`config.mk`:
```
export PLATFORM = sky130hd
export DESIGN_NAME = note_recorder
export DESIGN_NICKNAME = d
export VERILOG_FILES = /design/src/rtl/note_recorder.sv
export SDC_FILE = /design/constraint.sdc
export NUM_CORES = 1
export LEC_CHECK = 0
export ABC_AREA = 1
export CORE_MARGIN = 5
export CORE_UTILIZATION = 51
export DETAILED_ROUTE_END_ITERATION = 10
export PLACE_DENSITY = 0.81
export SKIP_CTS_REPAIR_TIMING = 1
export SLEW_MARGIN = 5
export SYNTH_ARGS = -nofsm -noshare
export SYNTH_HDL_FRONTEND = slang
export SYNTH_SLANG_ARGS = --single-unit
```
`constraint.sdc`:
```
create_clock -name clk -period 2.22 [get_ports clk]
set_input_delay 0.333 -clock clk [delete_from_list [all_inputs] [get_ports clk]]
set_output_delay 0.333 -clock clk [all_outputs]
set_load 0.1 [all_outputs]
```
`src/rtl/note_recorder.sv`:
```
// note_recorder: samples the four live voice frequency codes once per step
// and writes them as {freq1,freq2,freq3,freq4} words to consecutive note
// memory addresses. A take is closed with END_MARK, so a dumped memory image
// replays through the playback controller unchanged.
module note_recorder #(
  parameter int          STEP_CYCLES = 50000,
  parameter int          ADDR_W      = 8,
  parameter int          DEPTH       = 256,
  parameter logic [31:0] END_MARK    = 32'hFFFF_FFFF
) (
  input  logic              clk,
  input  logic              reset,
  input  logic              record_en,
  input  logic [7:0]        freq1,
  input  logic [7:0]        freq2,
  input  logic [7:0]        freq3,
  input  logic [7:0]        freq4,
  output logic              mem_we,
  output logic [ADDR_W-1:0] mem_addr,
  output logic [31:0]       mem_wdata,
  output logic              recording,
  output logic              done,
  output logic [ADDR_W-1:0] note_count
);

  localparam int CNT_W = (STEP_CYCLES > 1) ? $clog2(STEP_CYCLES) : 1;
  localparam logic [CNT_W-1:0]  STEP_LAST = CNT_W'(STEP_CYCLES - 1);
  localparam logic [CNT_W-1:0]  CNT_ONE   = CNT_W'(1);
  localparam logic [ADDR_W-1:0] PTR_LAST  = ADDR_W'(DEPTH - 1);
  localparam logic [ADDR_W-1:0] PTR_ONE   = ADDR_W'(1);

  typedef enum logic [1:0] {
    IDLE = 2'd0,
    REC  = 2'd1,
    DONE = 2'd2
  } state_t;

  state_t              state_q, state_d;
  logic [CNT_W-1:0]    step_cnt_q, step_cnt_d;
  logic [ADDR_W-1:0]   wr_ptr_q, wr_ptr_d;
  logic [ADDR_W-1:0]   note_count_q, note_count_d;
  logic                mem_we_q, mem_we_d;
  logic [ADDR_W-1:0]   mem_addr_q, mem_addr_d;
  logic [31:0]         mem_wdata_q, mem_wdata_d;
  logic                recording_q, recording_d;
  logic                done_q, done_d;

  // Next-state and write decision; a falling record_en outranks a step end,
  // and a full memory turns the step-end write into the closing marker.
  always_comb begin
    state_d      = state_q;
    step_cnt_d   = step_cnt_q;
    wr_ptr_d     = wr_ptr_q;
    note_count_d = note_count_q;
    mem_we_d     = 1'b0;
    mem_addr_d   = mem_addr_q;
    mem_wdata_d  = mem_wdata_q;

    case (state_q)
      IDLE: begin
        if (record_en) begin
          state_d      = REC;
          step_cnt_d   = '0;
          wr_ptr_d     = '0;
          note_count_d = '0;
        end
      end

      REC: begin
        step_cnt_d = step_cnt_q + CNT_ONE;
        if (!record_en) begin
          mem_we_d    = 1'b1;
          mem_addr_d  = wr_ptr_q;
          mem_wdata_d = END_MARK;
          state_d     = DONE;
        end else if (step_cnt_q == STEP_LAST) begin
          step_cnt_d = '0;
          if (wr_ptr_q == PTR_LAST) begin
            mem_we_d    = 1'b1;
            mem_addr_d  = PTR_LAST;
            mem_wdata_d = END_MARK;
            state_d     = DONE;
          end else begin
            mem_we_d     = 1'b1;
            mem_addr_d   = wr_ptr_q;
            mem_wdata_d  = {freq1, freq2, freq3, freq4};
            wr_ptr_d     = wr_ptr_q + PTR_ONE;
            note_count_d = note_count_q + PTR_ONE;
          end
        end
      end

      DONE: begin
        if (!record_en) begin
          state_d = IDLE;
        end
      end

      default: begin
        state_d = IDLE;
      end
    endcase

    recording_d = (state_d == REC);
    done_d      = (state_d == DONE);
  end

  // State and registered outputs; reset wins over any pending write.
  always_ff @(posedge clk) begin
    if (reset) begin
      state_q      <= IDLE;
      step_cnt_q   <= '0;
      wr_ptr_q     <= '0;
      note_count_q <= '0;
      mem_we_q     <= 1'b0;
      mem_addr_q   <= '0;
      mem_wdata_q  <= '0;
      recording_q  <= 1'b0;
      done_q       <= 1'b0;
    end else begin
      state_q      <= state_d;
      step_cnt_q   <= step_cnt_d;
      wr_ptr_q     <= wr_ptr_d;
      note_count_q <= note_count_d;
      mem_we_q     <= mem_we_d;
      mem_addr_q   <= mem_addr_d;
      mem_wdata_q  <= mem_wdata_d;
      recording_q  <= recording_d;
      done_q       <= done_d;
    end
  end

  assign mem_we     = mem_we_q;
  assign mem_addr   = mem_addr_q;
  assign mem_wdata  = mem_wdata_q;
  assign recording  = recording_q;
  assign done       = done_q;
  assign note_count = note_count_q;

endmodule

```
# After elaboration in Yosys (flattened, before gate mapping)

Index checks and enable logic that the tools add are counted.
Widths: inputs -> output; s select.

Output and inout bits: 51
Bits of input ports: 35
Bits in registers: 77
Logic and storage cells: 57

Add/sub/neg operators: 3
Reductions and logical operators: 6
Eq/ne operators: 11
Bitwise gates (word level): 1
Muxes and demuxes: 27

Operator list:

| kind                  | number |
|---|---|
| $mux 32               | 3 |
| $mux 8                | 10 |
| $mux 16               | 3 |
| $pmux 16 s2           | 1 |
| $pmux 8 s2            | 2 |
| $add 16x1->16 const B | 1 |
| $add 8x1->8 const B   | 2 |
| $eq 16x16->1 const B  | 1 |
| $mux 2                | 5 |
| $eq 8x8->1 const B    | 1 |
| $ne 2x2->1 const B    | 4 |
| $pmux 2 s3            | 1 |
| $reduce_and 5->1      | 1 |
| $eq 2x1->1 const B    | 2 |
| $eq 2x2->1 const B    | 2 |
| $reduce_and 2->1      | 2 |
| $logic_not 2->1       | 1 |
| $mux 1                | 2 |
| $ne 2x1->1 const B    | 1 |
| $reduce_bool 2->1     | 1 |
| $reduce_or 2->1       | 1 |
| $not 1->1             | 1 |

# Longest topological paths before layout

Gate-level depths: netlist of run 1.

Depth in word-level cells: 6
Mapped depth: 10
Gate-level depth less buffers: 10

# Worst setup path after synthesis of run 1

No wires, ideal clock.

Path kind: flip-flop to flip-flop
Start: register note_count_q[0] (netlist: note_count[0])
End: register note_count_q[6] (netlist: note_count[6])
Cell stages (with the launch flop): 10
Path buffers: 0
Period minus slack after synthesis: 2.100 ns
Arrival: 2.032 ns
Library setup time: 0.068 ns
Setup slack: 0.120 ns
Required time: 2.152 ns
Cell sequence: dfxtp_1 > ha_1 > nand2_1 > nor2_1 > nand2_1 > nand2_1 > nand2_1 > nor2_1 > nand3_2 > a21oi_2

Word-level cells in the longest chain between the ends: 5

RTL lines:

| element                | line | text |
|---|---|---|
| from (decl)            | 41   | `logic [ADDR_W-1:0] note_count_q, note_count_d;` |
| from (signal assigned) | 124  | `note_count_q <= note_count_d;` |
| $add 8x1->8            | 88   | `note_count_d = note_count_q + PTR_ONE;` |
| $mux 8                 | 78   | `if (wr_ptr_q == PTR_LAST) begin` |
| $mux 8                 | 76   | `end else if (step_cnt_q == STEP_LAST) begin` |
| $mux 8                 | 71   | `if (!record_en) begin` |
| $pmux 8 s2             | 59   | `case (state_q)` |

No other way between the ends. The select of a mux whose other input is x is not followed.
A chain may end at the register's enable or synchronous reset.

# Final worst setup path of run 1

Start: register wr_ptr_q[0]
End: register mem_wdata_q[29] (netlist: mem_wdata[29])

Word-level cells in the longest chain between the ends: 4

RTL lines:

| element                | line | text |
|---|---|---|
| from (decl)            | 40   | `logic [ADDR_W-1:0] wr_ptr_q, wr_ptr_d;` |
| from (signal assigned) | 123  | `wr_ptr_q <= wr_ptr_d;` |
| $eq 8x8->1             | 78   |  |
| $mux 32                | 78   |  |
| $mux 32                | 76   |  |
| $mux 32                | 71   |  |
| to (signal assigned)   | 127  | `mem_wdata_q <= mem_wdata_d;` |
| to (decl)              | 44   | `logic [31:0] mem_wdata_q, mem_wdata_d;` |

No other way between the ends. The select of a mux whose other input is x is not followed.

==> results by group, run 1 <==
Hold path
  – Hold Crit Start: mem_addr[4]$_SDFFE_PP0P_
  – Hold EP: mem_addr[4]$_SDFFE_PP0P_
  – Worst min path class: reg -> reg
  – Hold depth: 2

Critical path
  – Worst R2R End: mem_wdata[29]$_SDFFE_PP0P_
  – Worst Setup End Kind: register
  – Worst EP arrival: roughly 2200 ps
  – Critical R2R Launch: wr_ptr_q[0]$_SDFFE_PP0P_
  – CP Max Fanout: 35
  – Reg2reg path depth: 8
  – CP Data Required Time: around 2500 ps
  – Kind of critical path: reg -> reg
  – Worst setup SP type: register
  – Worst reg2reg setup slack: around 320 ps

Logic synthesis
  – Top post-synthesis cells by area: dfxtp_1 40%, nand2_1 9.3%, a21oi_1 8.6%
  – Most common cell in the netlist: nand2_1
  – Synth Cell Area: about 0.0039 mm²
  – Syn_nets: 573
  – Number of flops mapped to enable cells by yosys: 0
  – Mapped Cells: between 500 and 600
  – Sequential element share of the synthesized area: 0.400
  – Synth cell types: 32
  – #FFs+latches synth: 77
  – Async set-or-reset flop fraction in the synthesized netlist: 0
  – Yosys top cell area share: 0.400
  – Synth area leader: dfxtp_1
  – Number of synthesis warnings: 0
  – Average size of a mapped cell: approximately 7.2 µm²
  – Post-synth top cells: 96 x nand2_1, 77 x dfxtp_1, 66 x a21oi_1
  – Most common flop cell mapped by yosys: dfxtp_1

STA
  – Min Hold Slack: 468 ps
  – # setup viols final: 0
  – Maximum clock rate: between 500 and 600 MHz
  – Fin Setup TNS: 0 ps
  – Max-slew headroom: 0.644
  – Final Hold Fails: 0
  – Max Transition Viols Final: 0
  – Clk_skew: 8.53 ps
  – Worst-margin pin slew: between 500 and 600 ps
  – RSZ-0062 raised after global routing: false
  – Period utilization: 0.857
  – Final min period: 1900 ps

Power and ir drop
  – Internal power: roughly 2200 µW
  – PwrDens: about 690 mW/mm²
  – Seq pwr share: 0.445
  – Sw Pwr: approximately 1100 µW
  – Leakage: roughly 0.0018 µW
  – Clock share of power: 0.320
  – Peak supply drop: approximately 0.43 mV
  – Switch share: 0.338
  – Combinational share of power: 0.235

Floorplan
  – DIE WIDTH: approximately 97 µm
  – Die ar.: ~0.0094 mm²
  – Ports: 86
  – Core area: 0.00729 mm²
  – Starting Density: 0.529
  – Die Ht: around 97 µm
  – Row count: 31

Layout
  – Finished Cell Area: between 0.004 and 0.005 mm²
  – Final core occ: 0.663
  – Fraction of layout cells with a size suffix above 1: 0.233
  – Number of diodes: 0
  – Fin nets: 650
  – Area Growth Syn to Fin: 25.4%

Routing
  – Initial drt markers: slightly above 200
  – Drt total wl: 9500 µm
  – ANT nets after route: 0
  – Total number of vias: between 3000 and 4000
  – Wirelength per Cell: roughly 13 µm
  – DRC errors left: 0
  – Vias/cell: ~5.3
  – Pre-antenna DRT Iters: 4

Flow run
  – Maxcap violations: 0

Global route
  – GRT Total Usage: 0.200
  – Number of global-route vias before repair: around 3400
  – First-pass GRT wire length: between 15000 and 20000 µm
  – GR Overflow Total: 0
  – Pin count of the biggest net entering global routing: 40
  – Initial antenna violation count: 0

Placed design
  – IO buf count: between 80 and 90
  – DP Area: around 0.0046 mm²
  – Final HPWL DP: 6580 µm
  – Gpl congestion: about 0.92

Clocking
  – CTS buffer count: 9
  – Clock net sink count: 77
  – TritonCTS clock tree: built
  – Clk root buf: clkbuf_8
  – Worst-skew pair later-pin latency: roughly 350 ps
  – CTS H-tree lvls: 3
  – Bufs on Longest Clock Path: 2
  – Clock slew at reported path FFs: 80 ps

Status
  – Status: completed
==> area by class of cell <==
cell class,instances,area (µm²)
inverter,27,101
timing repair buffer,97,826
clock inverter,6,62.6
fill,665,2460
sequential,77,1540
clock buffer,10,138
tap,99,124
multi-input combinational,400,2040
==> critical path, stage by stage, from the launching register on <==
cell     delay, ps
dfxtp_1        340
ha_1           230
nand2_2        120
nor2_4          60
nand2_2        100
nand2_2        310
or2_2          400
o21ai_0        170
nor2_1          60
==> worst max-delay path by stage <==
stage               cells past startpoint  slack [ps]                       start                    endpoint
finish                                  8         320    wr_ptr_q[0]$_SDFFE_PP0P_  mem_wdata[29]$_SDFFE_PP0P_
global route                            8         150    wr_ptr_q[0]$_SDFFE_PP0P_  mem_wdata[19]$_SDFFE_PP0P_
CTS                                     8         290    wr_ptr_q[0]$_SDFFE_PP0P_  mem_wdata[29]$_SDFFE_PP0P_
global placement                        5         300                   record_en   mem_wdata[1]$_SDFFE_PP0P_
detailed placement                      5         280                   record_en  mem_wdata[13]$_SDFFE_PP0P_
floorplan                               9         120  note_count[0]$_SDFFE_PP0P_  note_count[6]$_SDFFE_PP0P_
==> stage by stage <==
step	worst slack, ps	total power [µW]	std cells
floorplan	120	2090	535
global placement	298	2280	700
detailed placement	276	2290	700
CTS	285	3340	716
global route	154	3470	716
finish	317	3320	716
==> layer usage <==
layer	share of wire	up-vias	track usage
li1	-	1911	-
met1	0.43	1708	0.248
met2	0.46	127	0.321
met3	0.091	15	0.0705
met4	0.018	0	0.0713
met5	0	-	0
==> flip-flops by register name, indices dropped and copies added, names as in the netlist <==
register and count:
done 1, mem_addr 8, mem_wdata 32, mem_we 1
note_count 8, recording 1, state_q 2, step_cnt_q 16
wr_ptr_q 8
==> kinds of logic (layout without fill, tap and decap cells) <==
| logic type | Yosys count | after routing | share of synthesized area |
|---|---|---|---|
| adder cells (fa/ha/maj) | 3 | 3 | 0.00973 |
| flip-flops | 77 | 77 | 0.400 |
| XOR/XNOR | 8 | 8 | 0.0182 |
| buffers and inverters | 58 | 140 | 0.0707 |
| AND/OR/NAND/NOR | 268 | 268 | 0.334 |
| AO/OA/AOI/OAI | 121 | 121 | 0.168 |
==> cell usage in the layout (no fill, tap or decap), types with 5 or more instances in the layout <==
cell type,synthesis,final
or2_1,8,8
inv_1,22,22
o21ai_1,8,8
clkbuf_8,0,10
nand3_1,34,34
xor2_1,5,5
buf_4,5,62
dfxtp_1,77,77
nand2_1,96,96
inv_2,5,5
a21oi_2,7,7
clkdlybuf4s50_1,0,34
nand2_2,9,9
nand4_1,6,6
o21ai_0,33,33
a21oi_1,66,66
nor2_1,64,64
or2_2,26,26
nand3_2,9,9
==> power by group through the flow <==
stage	logic [µW]	clock network (µW)	registers (µW)
floorplan	240	0	1850
global placement	776	0	1500
detailed placement	785	0	1510
CTS	784	1090	1470
global route	830	1160	1480
finish	780	1060	1470
Power figures use the tool's default switching activity.
==> inputs of run 2 (changes only) <==
Settings changed: RECOVER_POWER from default to 50.
==> results by group, run 2 (same netlist as run 1, synthesis figures left out) <==
Hold path
  – Worst min path class: reg -> reg (unchanged)
  – Hold EP: mem_addr[4]$_SDFFE_PP0P_ (unchanged)
  – Hold Crit Start: mem_addr[4]$_SDFFE_PP0P_ (unchanged)
  – Hold depth: 2 (unchanged)

Routing
  – DRC errors left: 0 (unchanged)
  – Total number of vias: 3735 (was 3761)
  – Highest Signal Layer: met4 (unchanged)
  – Met2 wire len: 4430 µm (was 4400 µm)
  – ANT nets after route: 0 (unchanged)
  – Drt total wl: 9470 µm (was 9500 µm)
  – Vias/cell: 5.22 (was 5.25)
  – Wirelength per Cell: 13.2 µm (was 13.3 µm)
  – Pre-antenna DRT Iters: 4 (unchanged)
  – Routed wire length on met3: 793 µm (was 861 µm)
  – Initial drt markers: 211 (was 206)
  – WL met1: 4090 µm (was 4070 µm)

Critical path
  – Worst Path Buf+Inv: 4 (was 0)
  – Worst reg2reg setup slack: 260 ps (was 320 ps)
  – CP top delay family: buffers and inverters (was simple AND/OR/NAND/NOR gates)
  – Worst EP arrival: 2230 ps (was 2150 ps)
  – Worst R2R End: step_cnt_q[10]$_SDFFE_PP0P_ (was mem_wdata[29]$_SDFFE_PP0P_)
  – Max incr delay on CP: 560 ps (was 400 ps)
  – Instance count on the critical path: 8 (unchanged)
  – Critical R2R Launch: state_q[1]$_SDFF_PP0_ (was wr_ptr_q[0]$_SDFFE_PP0P_)
  – Worst Setup End Kind: register (unchanged)
  – CP Data Required Time: 2490 ps (was 2460 ps)
  – Reg2reg path depth: 8 (unchanged)
  – Slowest CP cell: clkbuf_1 (was or2_2)
  – Critical-path cell list: inv_1 > nand2_1 > inv_2 > buf_4 > nor2_2 > clkbuf_1 > nand2_1 > a21oi_1 (was ha_1 > nand2_2 > nor2_4 > nand2_2 > nand2_2 > or2_2 > o21ai_0 > nor2_1)
  – CP Max Fanout: 19 (was 35)
  – Kind of critical path: reg -> reg (unchanged)
  – Most frequent cell on the critical path: nand2_1 (was nand2_2)
  – Worst setup SP type: register (unchanged)

Floorplan
  – Core area: 0.00729 mm² (unchanged)
  – Starting Density: 0.529 (unchanged)
  – DIE WIDTH: 97.0 µm (unchanged)
  – Die Ht: 97.0 µm (unchanged)
  – Row count: 31 (unchanged)
  – Ports: 86 (unchanged)
  – Die ar.: 0.00940 mm² (unchanged)

STA
  – Clk_skew: 7.97 ps (was 8.53 ps)
  – Min Hold Slack: 465 ps (was 468 ps)
  – Max-slew headroom: 0.211 (was 0.644)
  – # setup viols final: 0 (unchanged)
  – Max Transition Viols Final: 0 (unchanged)
  – RSZ-0062 raised after global routing: false (unchanged)
  – Fin Setup TNS: 0 ps (unchanged)
  – Final Hold Fails: 0 (unchanged)
  – Period utilization: 0.881 (was 0.857)
  – Final min period: 1960 ps (was 1900 ps)
  – Worst-margin pin slew: 1190 ps (was 533 ps)
  – Maximum clock rate: 511 MHz (was 525 MHz)
  – Final worst setup slack: 264 ps (was 317 ps)

Layout
  – Seq. cell area: 0.00154 mm² (unchanged)
  – Number of diodes: 0 (unchanged)
  – Fraction of layout cells with a size suffix above 1: 0.207 (was 0.233)
  – Final core occ: 0.643 (was 0.663)
  – Max reg flops: 32 (unchanged)
  – Post-Layout Cell Count: 716 (unchanged)
  – Fill cell count: 693 (was 665)
  – Fin nets: 650 (unchanged)
  – Most frequent cells in the layout: 96 x nand2_1, 77 x dfxtp_1, 66 x a21oi_1, 64 x nor2_1, 36 x clkbuf_2 (was 96 x nand2_1, 77 x dfxtp_1, 66 x a21oi_1, 64 x nor2_1, 62 x buf_4)
  – Area Growth Syn to Fin: 21.5% (was 25.4%)
  – Most common cell after layout, fill and taps aside: nand2_1 (unchanged)
  – Area taken by multi-input logic gates: 0.00204 mm² (unchanged)

Clocking
  – Bufs on Longest Clock Path: 2 (unchanged)
  – CTS H-tree lvls: 3 (unchanged)
  – Worst-skew pair later-pin latency: 350 ps (about the same)
  – Clk root buf: clkbuf_8 (unchanged)
  – Clock net sink count: 77 (unchanged)
  – TritonCTS clock tree: built (unchanged)
  – Clock slew at reported path FFs: 80 ps (about the same)
  – CTS buffer count: 9 (unchanged)

Placed design
  – Cell count after placement: 700 (unchanged)
  – Gpl congestion: 0.925 (unchanged)
  – IO buf count: 85 (unchanged)
  – Final HPWL DP: 6580 µm (unchanged)
  – Pre-CTS setup slack: 276 ps (unchanged)

Power and ir drop
  – Leakage: 0.00171 µW (was 0.00180 µW)
  – Peak supply drop: 0.425 mV (was 0.430 mV)
  – PwrDens: 700 mW/mm² (was 685 mW/mm²)

Global route
  – GRT Total Usage: 0.200 (unchanged)
  – Pin count of the biggest net entering global routing: 40 (unchanged)
  – Initial antenna violation count: 0 (unchanged)
  – Number of global-route vias before repair: 3423 (unchanged)
  – GR Overflow Total: 0 (unchanged)
  – First-pass GRT wire length: 16100 µm (unchanged)

Flow run
  – Maxcap violations: 0 (unchanged)

Status
  – Status: completed (unchanged)
-- run 2: cell types whose count changed in the layout (fill, tap and decap cells not counted) --
cell | previous run | this run
clkbuf_1 | 0 | 15
clkbuf_2 | 0 | 36
buf_4 | 62 | 10
buf_1 | 0 | 1
-- run 2: how the worst max path moves through the flow --
stage                               startpoint                           to  slack, ps
detailed placement                   record_en   mem_wdata[13]$_SDFFE_PP0P_        280
CTS                   wr_ptr_q[0]$_SDFFE_PP0P_   mem_wdata[29]$_SDFFE_PP0P_        290
global placement                     record_en    mem_wdata[1]$_SDFFE_PP0P_        300
finish                   state_q[1]$_SDFF_PP0_  step_cnt_q[10]$_SDFFE_PP0P_        260
floorplan           note_count[0]$_SDFFE_PP0P_   note_count[6]$_SDFFE_PP0P_        120
global route             state_q[1]$_SDFF_PP0_   step_cnt_q[0]$_SDFFE_PP0P_         80
-- run 2: worst min-delay path, cell delays in order, from the launching register on --
cell     delay (ps)
dfxtp_1         310
nand2_1          60
a21oi_1          50
-- run 2: cell type report --
class | instances | area share
Multi-Input combinational cell | 400 | 0.436
Sequential cell | 77 | 0.329
Timing Repair Buffer | 97 | 0.144
Clock buffer | 10 | 0.0294
Tap cell | 99 | 0.0264
Inverter | 27 | 0.0216
Clock inverter | 6 | 0.0134
-- run 2: metrics by stage --
stage,total power (µW),cell area (µm²)
after CTS,3340,4840
final,3280,4690
after global placement,2280,4640
after detailed placement,2290,4640
after global routing,3440,4690
after floorplan,2090,3860
-- run 2: power by group --
| part | switching (µW) | total (µW) | internal (µW) |
|---|---|---|---|
| combinational | 569 | 746 | 177 |
| clock | 515 | 1060 | 545 |
| sequential | 36.0 | 1470 | 1440 |
-- run 2: routing by layer --
layer	vias up	GRT usage
li1	1914	-
met1	1701	0.248
met2	106	0.321
met3	14	0.0705
met4	0	0.0713
met5	-	0
==> inputs of run 3 (changes only) <==
--- a/config.mk
+++ b/config.mk
@@ -8,7 +8,6 @@
 export ABC_AREA = 1
 export CORE_MARGIN = 5
-export CORE_UTILIZATION = 51
+export CORE_UTILIZATION = 30
 export DETAILED_ROUTE_END_ITERATION = 10
-export PLACE_DENSITY = 0.81
 export RECOVER_POWER = 50
 export SKIP_CTS_REPAIR_TIMING = 1
==> constraint.sdc (replaced) <==
create_clock -name clk -period 2.22 [get_ports clk]
set_input_delay 0.333 -clock clk [delete_from_list [all_inputs] [get_ports clk]]
set_output_delay 0.333 -clock clk [all_outputs]
set_load 0.05 [all_outputs]
==> results by group, run 3 (same netlist as run 1, synthesis figures left out) <==
Critical path
  – CP Data Required Time: 1890 ps (was 2490 ps)
  – Worst reg2reg setup slack: 310 ps (was 260 ps)
  – Worst Setup End Kind: primary output (was register)
  – CP top delay family: buffers and inverters (unchanged)
  – Max incr delay on CP: 840 ps (was 560 ps)
  – Worst EP arrival: 1590 ps (was 2230 ps)
  – Worst setup SP type: register (unchanged)
  – Slowest CP cell: clkdlybuf4s50_1 (was clkbuf_1)
  – Critical-path cell list: clkdlybuf4s50_1 (was inv_1 > nand2_1 > inv_2 > buf_4 > nor2_2 > clkbuf_1 > nand2_1 > a21oi_1)
  – Kind of critical path: reg -> out (was reg -> reg)
  – CP Max Fanout: 7 (was 19)
  – Worst Path Buf+Inv: 1 (was 4)

STA
  – Max Transition Viols Final: 0 (unchanged)
  – Final Hold Fails: 0 (unchanged)
  – RSZ-0062 raised after global routing: false (unchanged)
  – Worst-margin pin slew: 711 ps (was 1190 ps)
  – # setup viols final: 0 (unchanged)
  – Clk_skew: 9.95 ps (was 7.97 ps)
  – Final worst setup slack: 292 ps (was 264 ps)
  – Period utilization: 0.868 (was 0.881)
  – Maximum clock rate: 519 MHz (was 511 MHz)
  – Fin Setup TNS: 0 ps (unchanged)
  – Max-slew headroom: 0.526 (was 0.211)
  – Final min period: 1930 ps (was 1960 ps)

Floorplan
  – Die Ht: 123 µm (was 97.0 µm)
  – Die ar.: 0.0152 mm² (was 0.00940 mm²)
  – DIE WIDTH: 123 µm (was 97.0 µm)
  – Core area: 0.0126 mm² (was 0.00729 mm²)
  – Ports: 86 (unchanged)
  – Starting Density: 0.306 (was 0.529)
  – Row count: 41 (was 31)

Clocking
  – Worst-skew pair later-pin latency: 330 ps (was 350 ps)
  – CTS buffer count: 9 (unchanged)
  – Clock slew at reported path FFs: 60 ps (was 80 ps)
  – Bufs on Longest Clock Path: 2 (unchanged)
  – CTS H-tree lvls: 3 (unchanged)
  – Clock net sink count: 77 (unchanged)
  – Clk root buf: clkbuf_16 (was clkbuf_8)
  – TritonCTS clock tree: built (unchanged)

Routing
  – Wirelength per Cell: 12.4 µm (was 13.2 µm)
  – Drt total wl: 9770 µm (was 9470 µm)
  – Total number of vias: 3678 (was 3735)
  – DRC errors left: 0 (unchanged)
  – Vias/cell: 4.67 (was 5.22)
  – ANT nets after route: 0 (unchanged)
  – Pre-antenna DRT Iters: 4 (unchanged)
  – Initial drt markers: 205 (was 211)

Layout
  – Most frequent cells in the layout: 96 x nand2_1, 77 x dfxtp_1, 66 x a21oi_1, 64 x nor2_1, 43 x dlygate4sd3_1 (was 96 x nand2_1, 77 x dfxtp_1, 66 x a21oi_1, 64 x nor2_1, 36 x clkbuf_2)
  – Fill cell count: 1365 (was 693)
  – Area Growth Syn to Fin: 33.5% (was 21.5%)
  – Final core occ: 0.408 (was 0.643)
  – Fin nets: 649 (was 650)
  – Most common cell after layout, fill and taps aside: nand2_1 (unchanged)
  – Number of diodes: 0 (unchanged)
  – Finished Cell Area: 0.00515 mm² (was 0.00469 mm²)
  – Max reg flops: 32 (unchanged)
  – Fraction of layout cells with a size suffix above 1: 0.146 (was 0.207)

Global route
  – Initial antenna violation count: 0 (unchanged)
  – First-pass GRT wire length: 16800 µm (was 16100 µm)
  – GR Overflow Total: 0 (unchanged)
  – GRT Total Usage: 0.135 (was 0.200)
  – Number of global-route vias before repair: 3602 (was 3423)
  – Pin count of the biggest net entering global routing: 44 (was 40)

Placed design
  – Final HPWL DP: 6750 µm (was 6580 µm)
  – Pre-CTS setup slack: 334 ps (was 276 ps)
  – DP Area: 0.00485 mm² (was 0.00464 mm²)
  – IO buf count: 85 (unchanged)
  – Gpl congestion: 0.875 (was 0.925)

Power and ir drop
  – PwrDens: 693 mW/mm² (was 700 mW/mm²)
  – Leakage: 0.00188 µW (was 0.00171 µW)
  – Tot Pwr: 3570 µW (was 3280 µW)
  – Peak supply drop: 0.397 mV (was 0.425 mV)

Hold path
  – Worst min path class: reg -> reg (unchanged)

Flow run
  – Maxcap violations: 0 (unchanged)

Status
  – Status: completed (unchanged)
run 3: final timing paths:
check                             startpoint                        to  cells past startpoint
hold / removal      mem_addr[5]$_SDFFE_PP0P_  mem_addr[5]$_SDFFE_PP0P_                      2
hold reg to reg     mem_addr[5]$_SDFFE_PP0P_  mem_addr[5]$_SDFFE_PP0P_                      2
setup / recovery  note_count[5]$_SDFFE_PP0P_             note_count[5]                      1
setup reg to reg  step_cnt_q[1]$_SDFFE_PP0P_  mem_addr[0]$_SDFFE_PP0P_                      8
run 3: layout make-up:
type                       count  area (µm²)  share of cell area
timing repair buffer          96         940               0.182
multi-input combinational    400        2040               0.397
inverter                      27         101              0.0197
sequential                    77        1540               0.299
clock buffer                  10         239              0.0464
tap                          172         215              0.0418
clock inverter                 6        71.3              0.0138
run 3: metrics by stage:
step                      hold WS, ps  instances
after detailed placement          455        772
after CTS                         463        788
after global placement            454        772
after global routing              482        788
after floorplan                   466        535
final                             457        788
run 3: metal layers:
metal,vias to the layer above,GRT usage,share of wire
met4,0,0.0360,0.0091
met1,1672,0.171,0.48
met5,-,0,0
met3,11,0.0531,0.075
li1,1905,-,-
met2,90,0.213,0.43
run 3: power by group:
group / leakage [µW] / internal [µW] / switching [µW]
logic: 0.00110 / 210 / 389
registers: 0.000628 / 1440 / 35.2
clock network: 0.000145 / 909 / 588
total: 0.00188 / 2560 / 1010
